==> src/rtl/dm_unload.sv <==
// dm_unload: reads a block of words from a fixed-latency data memory and
// streams them out on a valid/ready interface through a small skid FIFO.
// Reads are credit-limited, so in-flight reads plus queued words never
// exceed FIFO_DEPTH and the FIFO cannot overflow.
// Optional feature macro: DM_UNLOAD_STALL_CNT_EN adds a saturating 16-bit
// stall_cnt output (cycles with m_tvalid & !m_tready).
//
//   state | meaning
//   IDLE  | waiting for start; start is ignored in every other state
//   ISSUE | issuing memory reads while FIFO credit allows
//   DRAIN | all reads issued; waiting for the tlast beat to be accepted
//   FIN   | one-cycle done pulse, then back to IDLE
module dm_unload #(
  parameter int DATA_W     = 32,
  parameter int ADDR_W     = 8,
  parameter int RD_LAT     = 2,
  parameter int FIFO_DEPTH = 4
) (
  input  logic              clk,
  input  logic              rst,
  input  logic              start,
  input  logic [ADDR_W-1:0] base_addr,
  input  logic [ADDR_W:0]   len,
  output logic              busy,
  output logic              done,
  output logic              mem_rden,
  output logic [ADDR_W-1:0] mem_raddr,
  input  logic [DATA_W-1:0] mem_rdata,
  output logic [DATA_W-1:0] m_tdata,
  output logic              m_tvalid,
  input  logic              m_tready,
  output logic              m_tlast
`ifdef DM_UNLOAD_STALL_CNT_EN
  , output logic [15:0]     stall_cnt
`endif
);

  localparam int PTR_W = $clog2(FIFO_DEPTH);
  localparam int CNT_W = $clog2(FIFO_DEPTH + 1);

  typedef enum logic [1:0] {IDLE, ISSUE, DRAIN, FIN} state_t;

  state_t             state_q, state_d;
  logic [ADDR_W:0]    left_q, left_d;
  logic [ADDR_W-1:0]  next_addr_q, next_addr_d;
  logic [ADDR_W-1:0]  last_addr_q, last_addr_d;
  logic [RD_LAT-1:0]  vpipe_q, vpipe_d;
  logic [RD_LAT-1:0]  lpipe_q, lpipe_d;
  logic [DATA_W:0]    fifo_q [FIFO_DEPTH];
  logic [DATA_W:0]    fifo_d [FIFO_DEPTH];
  logic [PTR_W-1:0]   wr_ptr_q, wr_ptr_d;
  logic [PTR_W-1:0]   rd_ptr_q, rd_ptr_d;
  logic [CNT_W-1:0]   cnt_q, cnt_d;

  logic               start_ok;
  logic               issue;
  logic               issue_last;
  logic               push;
  logic               pop;
  logic               credit_ok;
  logic [15:0]        inflight;
  logic [DATA_W:0]    head;

  function automatic logic [PTR_W-1:0] ptr_inc(input logic [PTR_W-1:0] p);
    return (p == PTR_W'(FIFO_DEPTH - 1)) ? '0 : p + PTR_W'(1);
  endfunction

  assign start_ok   = (state_q == IDLE) && start;
  assign issue      = (state_q == ISSUE) && credit_ok;
  assign issue_last = issue && (left_q == (ADDR_W+1)'(1));
  assign push       = vpipe_q[RD_LAT-1];
  assign head       = fifo_q[rd_ptr_q];
  assign m_tvalid   = (cnt_q != '0);
  assign m_tdata    = m_tvalid ? head[DATA_W-1:0] : '0;
  assign m_tlast    = m_tvalid & head[DATA_W];
  assign pop        = m_tvalid & m_tready;
  assign busy       = (state_q != IDLE);
  assign done       = (state_q == FIN);
  assign mem_rden   = issue;
  // Show the address being read; otherwise hold the last issued address.
  assign mem_raddr  = issue ? next_addr_q : last_addr_q;

  // Credit: every word read but not yet handed out must fit in the FIFO.
  always_comb begin
    inflight = '0;
    for (int i = 0; i < RD_LAT; i++) begin
      inflight = inflight + 16'(vpipe_q[i]);
    end
    credit_ok = (inflight + 16'(cnt_q)) < 16'(FIFO_DEPTH);
  end

  // Next-state, read address and remaining-read counter.
  always_comb begin
    state_d     = state_q;
    left_d      = left_q;
    next_addr_d = next_addr_q;
    last_addr_d = last_addr_q;
    case (state_q)
      IDLE: begin
        if (start) begin
          next_addr_d = base_addr;
          left_d      = len;
          state_d     = (len == '0) ? FIN : ISSUE;
        end
      end
      ISSUE: begin
        if (issue) begin
          next_addr_d = next_addr_q + ADDR_W'(1);
          last_addr_d = next_addr_q;
          left_d      = left_q - (ADDR_W+1)'(1);
          if (issue_last) state_d = DRAIN;
        end
      end
      DRAIN: begin
        if (pop && m_tlast) state_d = FIN;
      end
      FIN:     state_d = IDLE;
      default: state_d = IDLE;
    endcase
  end

  // Read-valid and last-tag shift registers matching memory latency.
  always_comb begin
    vpipe_d    = vpipe_q;
    lpipe_d    = lpipe_q;
    vpipe_d[0] = issue;
    lpipe_d[0] = issue_last;
    for (int i = 1; i < RD_LAT; i++) begin
      vpipe_d[i] = vpipe_q[i-1];
      lpipe_d[i] = lpipe_q[i-1];
    end
  end

  // Skid FIFO: push returning data, pop on handshake.
  always_comb begin
    fifo_d   = fifo_q;
    wr_ptr_d = wr_ptr_q;
    rd_ptr_d = rd_ptr_q;
    cnt_d    = cnt_q;
    if (push) begin
      fifo_d[wr_ptr_q] = {lpipe_q[RD_LAT-1], mem_rdata};
      wr_ptr_d         = ptr_inc(wr_ptr_q);
    end
    if (pop) rd_ptr_d = ptr_inc(rd_ptr_q);
    if (push && !pop)      cnt_d = cnt_q + CNT_W'(1);
    else if (pop && !push) cnt_d = cnt_q - CNT_W'(1);
  end

  // Control registers with synchronous reset.
  always_ff @(posedge clk) begin
    if (rst) begin
      state_q     <= IDLE;
      left_q      <= '0;
      next_addr_q <= '0;
      last_addr_q <= '0;
      vpipe_q     <= '0;
      lpipe_q     <= '0;
      wr_ptr_q    <= '0;
      rd_ptr_q    <= '0;
      cnt_q       <= '0;
    end else begin
      state_q     <= state_d;
      left_q      <= left_d;
      next_addr_q <= next_addr_d;
      last_addr_q <= last_addr_d;
      vpipe_q     <= vpipe_d;
      lpipe_q     <= lpipe_d;
      wr_ptr_q    <= wr_ptr_d;
      rd_ptr_q    <= rd_ptr_d;
      cnt_q       <= cnt_d;
    end
  end

  // FIFO storage needs no reset; outputs are gated by occupancy.
  always_ff @(posedge clk) begin
    fifo_q <= fifo_d;
  end

`ifdef DM_UNLOAD_STALL_CNT_EN
  logic [15:0] stall_cnt_q, stall_cnt_d;

  // Saturating count of stalled valid cycles, restarted per transfer.
  always_comb begin
    stall_cnt_d = stall_cnt_q;
    if (start_ok)
      stall_cnt_d = '0;
    else if (m_tvalid && !m_tready && stall_cnt_q != 16'hFFFF)
      stall_cnt_d = stall_cnt_q + 16'd1;
  end

  // Stall counter register.
  always_ff @(posedge clk) begin
    if (rst) stall_cnt_q <= '0;
    else     stall_cnt_q <= stall_cnt_d;
  end

  assign stall_cnt = stall_cnt_q;
`endif

endmodule

==> config.mk <==
export PLATFORM = sky130hd
export DESIGN_NAME = dm_unload
export DESIGN_NICKNAME = d
export VERILOG_FILES = /design/src/rtl/dm_unload.sv
export SDC_FILE = /design/constraint.sdc
export NUM_CORES = 1
export LEC_CHECK = 0
export CAP_MARGIN = 15
export CORE_MARGIN = 4
export CORE_UTILIZATION = 42
export DETAILED_ROUTE_END_ITERATION = 12
export SLEW_MARGIN = 15
export SYNTH_ARGS = -nofsm -noshare
export SYNTH_HDL_FRONTEND = slang
export SYNTH_SLANG_ARGS = --single-unit
==> constraint.sdc <==
create_clock -name clk -period 5.3 [get_ports clk]
set_input_delay 1.325 -clock clk [delete_from_list [all_inputs] [get_ports clk]]
set_output_delay 1.325 -clock clk [all_outputs]
set_load 0.01 [all_outputs]
Word level (Yosys, flattened, before mapping)
Cells that the tools add are included.
{"block": "classes", "n_addsub": 8, "magnitude_cmp": 4, "eq_ne": 10, "n_mux": 24, "bitwise": 4, "n_reduce_logical": 16}
{"cell": "$bwmux W132", "count": 1}
{"cell": "$mux W33", "count": 3}
{"cell": "$bmux W33 S2", "count": 1}
{"cell": "$demux W33 S2", "count": 1}
{"cell": "$mux W32", "count": 1}
{"cell": "$mux W8", "count": 3}
{"cell": "$mux W9", "count": 2}
{"cell": "$pmux W9 S2", "count": 1}
{"cell": "$pmux W8 S2", "count": 1}
{"cell": "$mux W2", "count": 7}
{"cell": "$eq A9 B1 Y1 const B", "count": 1}
{"cell": "$logic_not A9 Y1", "count": 1}
{"cell": "$sub A9 B1 Y9 const B", "count": 1}
{"cell": "$add A8 B1 Y8 const B", "count": 1}
{"cell": "$eq A2 B2 Y1 const B", "count": 4}
{"cell": "$ne A2 B2 Y1 const B", "count": 4}
{"cell": "$pmux W2 S4", "count": 1}
{"cell": "$ge A3 B3 Y1 const B", "count": 2}
{"cell": "$logic_and A1 B1 Y1", "count": 6}
{"cell": "$mux W3", "count": 2}
{"cell": "$not A2 Y3", "count": 2}
{"cell": "$reduce_bool A2 Y1", "count": 3}
{"cell": "$add A2 B1 Y2 const B", "count": 2}
{"cell": "$add A2 B3 Y4", "count": 1}
{"cell": "12 further kinds", "count": 14}
{"block": "totals", "register_bits": 170, "output_inout_bits": 45, "word_cells": 79}

Depth between registers and ports, before layout
{"block": "depth", "word_depth": 8, "mapped_depth": 9, "ltp_nobuf": 8}

Worst setup path before layout
Ideal clock, no wire load.
{"block": "synth_path", "kind": "flip-flop to output port", "start": "register rd_ptr_q[0]", "end": "output m_tdata[10]", "arrival_ps": 1539, "required_ps": 3975, "path_slack_ps": 2436, "stages_incl_launch_ff": 5, "n_path_buf": 2, "cell_sequence": "dfxtp_1 > buf_2 > buf_2 > mux4_2 > and2_1"}
{"block": "synth_between", "elab_chain_cells": 5}
{"item": "start: declaration", "line_no": "52", "rtl": "logic [PTR_W-1:0] rd_ptr_q, rd_ptr_d;"}
{"item": "start signal: assignment", "line_no": "169", "rtl": "rd_ptr_q <= rd_ptr_d;"}
{"item": "$not A2 Y3 (not written as such)", "line_no": "72", "rtl": "assign head = fifo_q[rd_ptr_q];"}
{"item": "$bmux W33 S2", "line_no": "72"}
{"item": "$mux W33 (not written as such) (2 in series)", "line_no": "72"}
{"item": "$mux W32", "line_no": "74", "rtl": "assign m_tdata = m_tvalid ? head[DATA_W-1:0] : '0;"}
{"item": "end: declaration", "line_no": "29", "rtl": "output logic [DATA_W-1:0] m_tdata,"}
Every way passes these cells. The select of a mux whose other input is x is not followed.

Final worst setup path
{"block": "layout_path", "start": "register rd_ptr_q[0]", "end": "output m_tlast"}
{"block": "layout_between", "elab_chain_cells": 5}
{"item": "$not A2 Y3 (not written as such)", "line_no": "72"}
{"item": "$bmux W33 S2", "line_no": "72"}
{"item": "$mux W33 (not written as such) (2 in series)", "line_no": "72"}
{"item": "$and A1 B1 Y1", "line_no": "75", "rtl": "assign m_tlast = m_tvalid & head[DATA_W];"}
{"item": "end: declaration", "line_no": "32", "rtl": "output logic m_tlast"}
Every way passes these cells. The select of a mux whose other input is x is not followed.

==> results_dict.tcl <==
set metrics [dict create \
    initial_core_util_pct 43.0 \
    insertedDiodeCount 0 \
    worst-path-max-fanout 18 \
    ys_warn_count 0 \
    path_buf_inv 2 \
    clk_latency_ns 0.42 \
    grt_start_max_net_pins 38 \
    r2r_slack_ns 2.66 \
    critical_path_arrival_ns 2.82 \
    period_share_pct 78.3 \
    drt-total-wl_um 14400 \
    crit_path_end "m_tlast" \
    cpMaxStageDelayCell "dfxtp_2" \
    grt_first_pass_wirelength_um 22900 \
    coreArea_mm2 0.0166 \
    ant_nets 0 \
    max_freq_mhz 241 \
    drtPass1Iterations 4 \
    yosys-top-cells-area "edfxtp_1 (56%), dfxtp_1 (11%), mux4_2 (10%)" \
    cell_internal_pwr_mw 3.02 \
    worst_clock_skew_ns 0.0142 \
    drc 0 \
    dieArea_mm2 0.0191 \
    drt_iter0_drc 200 \
    fin_crit_ns 4.15 \
    ios 98 \
    r2r_cells 9 \
    postCtsResizedCells 0 \
    post_cts_buffers 0 \
    root_buffer "clkbuf_16" \
    worst_pin_slew_ns 0.968 \
    synth_xor_area_share_pct 0.246 \
    finalInstanceArea_mm2 0.00890 \
    yosys.area_share.adder_pct 2.91 \
    syn-cell-area_mm2 0.00713 \
    netlist_instances 450 \
    grt_usage_pct 15.4 \
    p_seq_share_pct 39.2 \
    seq_area_frac_synth_pct 66.3 \
    cts-htree-levels 4 \
    required_ns 3.97 \
    globalplace.congestion 0.796 \
    cts_hold_buf 0 \
    synth-seq-cells 170 \
    r2r_start "cnt_q[2]$_SDFFE_PP0P_" \
    dp_hpwl_um 9270 \
    fin_util_pct 53.7 \
    slew_headroom_pct 35.5 \
    fin_nets 620 \
    worstReg2RegEnd "cnt_q[2]$_SDFFE_PP0P_" \
    crit_type "register to output port" \
    min_path_type "register to register" \
    overflow 0 \
    cts-buffers-inserted 17 \
    hold_violations 0 \
    syn_area_per_cell_um2 15.8 \
    yosys.cell_types.count 52 \
    layout-drive-gt1-share_pct 17.6 \
    cts_tree "done" \
    clkSinkCount 170 \
    place_area_mm2 0.00833 \
    synth_nets 519 \
    io_buffer_count 97 \
    drv_slew 0 \
    area_growth_pct 24.8 \
    die_x_um 138 \
    muxShareOfSynthArea_pct 13.5 \
    rows 47 \
    yosys.area.top_type "edfxtp_1" \
    p_leak_nw 2.96 \
    p_clk_share_pct 26.8 \
    cp_top_family "buffers and inverters" \
    path_clk_slew_ns 0.06 \
    startpoint_type "register" \
    first_global_vias 4202 \
    antenna_found_initial 0 \
    fin_setup_tns_ns 0 \
    combPwrFrac_pct 33.9 \
    status "complete, no violations" \
    grt_setup_unrepaired "no" \
    path_depth 4 \
    synth_compound_area_share_pct 5.69 \
    setup.worst_path.start "rd_ptr_q[0]$_SDFFE_PP0P_" \
    crit_path_max_incr_delay_ns 0.76 \
    ir_drop_mv 0.256 \
    worstPathCellList "buf_4 > mux4_2 > and2_1 > clkdlybuf4s50_1" \
    fin_ws_ns 1.15 \
    synth_top_family_by_area "multiplexers" \
    min-delay-start "lpipe_q[0]$_SDFF_PP0_" \
    dp_slack_ns 1.51 \
    drv_cap 0 \
    swShare_pct 30.7 \
    p_sw_mw 1.34 \
    p_per_area_mw_per_mm2 489 \
    yosys.area_share.simple_pct 9.58 \
    cp-end-kind "output port" \
    synth_top_area_share_pct 55.6 \
    fp.dieH_um 138 \
    via_count 4100 \
    clk_path_buf_depth 2 \
    wl_per_cell_um 18.3 \
    setup_violations 0 \
    viasPerCell 5.23 \
]
==> metal layers <==
metal	track usage [%]	up-vias	wire length, um
met1	19.6	2056	6340
met2	25.7	87	7230
met5	0	-	0
met4	4.63	0	146
met3	4.32	9	637
li1	-	1948	-
==> worst register-to-register path, cell delays in order, from the launching register on <==
cell     delay (ns)
dfxtp_1        0.40
or3_1          0.40
buf_4          0.27
nand2_1        0.20
ha_1           0.21
inv_1          0.06
fa_1           0.37
xor2_1         0.18
or3_1          0.31
a21oi_1        0.15
==> power by group through the flow <==
stage,Sequential (mW),Combinational [mW],Clock [mW]
detailed placement,1.74,1.50,0
global placement,1.73,1.48,0
finish,1.71,1.48,1.17
global route,1.73,1.61,1.26
floorplan,1.66,0.947,0
CTS,1.71,1.50,1.19
==> cells in the mapped netlist, drive strengths merged <==
library cell,n
edfxtp,132
dfxtp,38
and2,37
mux4,33
nor2,31
a21oi,18
ha,15
nand2,15
clkbuf,13
mux2,11
nor2b,10
inv,9
mux2i,9
buf,8
a2111oi,7
nor4,7
nand3,6
a22oi,5
a31oi,4
nand4,4
nor3,4
o22ai,4
a211oi,3
and3,3
o21ai,3
or3,3
nand2b,2
o221a,2
xor2,2
a2111o,1
a21o,1
a221oi,1
a222oi,1
a41o,1
and4,1
fa,1
nor3b,1
nor4b,1
o211ai,1
o21a,1
or4,1
==> layout by cell type (no fill, tap or decap), types with 4 or more instances in the layout <==
| cell type | count |
|---|---|
| a2111oi_0 | 4 |
| a21oi_1 | 16 |
| a22oi_1 | 5 |
| a31oi_1 | 4 |
| and2_1 | 33 |
| and2_2 | 4 |
| buf_4 | 6 |
| clkbuf_16 | 17 |
| clkbuf_8 | 6 |
| clkdlybuf4s50_1 | 97 |
| dfxtp_1 | 36 |
| edfxtp_1 | 132 |
| ha_1 | 15 |
| inv_1 | 8 |
| mux2_2 | 10 |
| mux2i_1 | 9 |
| mux4_2 | 33 |
| nand2_1 | 13 |
| nand3_1 | 6 |
| nand4_1 | 4 |
| nor2_1 | 31 |
| nor2b_1 | 10 |
| nor3_1 | 4 |
| nor4_1 | 6 |
| o22ai_1 | 4 |
==> worst min path at each step <==
stage                            end  slack [ns]  cells past startpoint
2_1_floorplan  lpipe_q[1]$_SDFF_PP0_        0.41                      1
3_3_place_gp   lpipe_q[1]$_SDFF_PP0_        0.43                      1
3_5_place_dp   lpipe_q[1]$_SDFF_PP0_        0.42                      1
4_1_cts        lpipe_q[1]$_SDFF_PP0_        0.43                      1
5_1_grt        lpipe_q[1]$_SDFF_PP0_        0.44                      1
6_report       lpipe_q[1]$_SDFF_PP0_        0.43                      1
==> flip-flops by register name, indices dropped and copies added, names as in the netlist <==
signal,count
last_addr_q,8
fifo_q,132
state_q,2
lpipe_q,2
rd_ptr_q,2
next_addr_q,8
vpipe_q,2
cnt_q,3
wr_ptr_q,2
left_q,9
==> stage by stage <==
stage / power, mW / hold slack (ns) / instances
final: 4.36 / 0.429 / 784
after global routing: 4.61 / 0.444 / 784
after CTS: 4.41 / 0.431 / 784
after detailed placement: 3.24 / 0.422 / 752
after global placement: 3.21 / 0.428 / 752
after floorplan: 2.61 / 0.414 / 450
==> area by class of cell <==
class / instances / area, um2
clock inverters: 7 / 53.8
repair buffers: 103 / 1020
fillers: 1385 / 7680
well taps: 220 / 275
clock buffers: 25 / 515
inverters: 9 / 33.8
flip-flops and latches: 170 / 4730
multi-input cells: 250 / 2280
==> cell families (layout without fill, tap and decap cells) <==
logic type | Yosys count | in the layout
AO/OA/AOI/OAI | 53 | 53
flip-flops | 170 | 170
AND/OR/NAND/NOR | 126 | 126
adder cells (fa/ha/maj) | 16 | 16
multiplexers | 53 | 53
XOR/XNOR | 2 | 2
buffers and inverters | 30 | 144
Note: power is estimated with default switching activity, not from simulation.
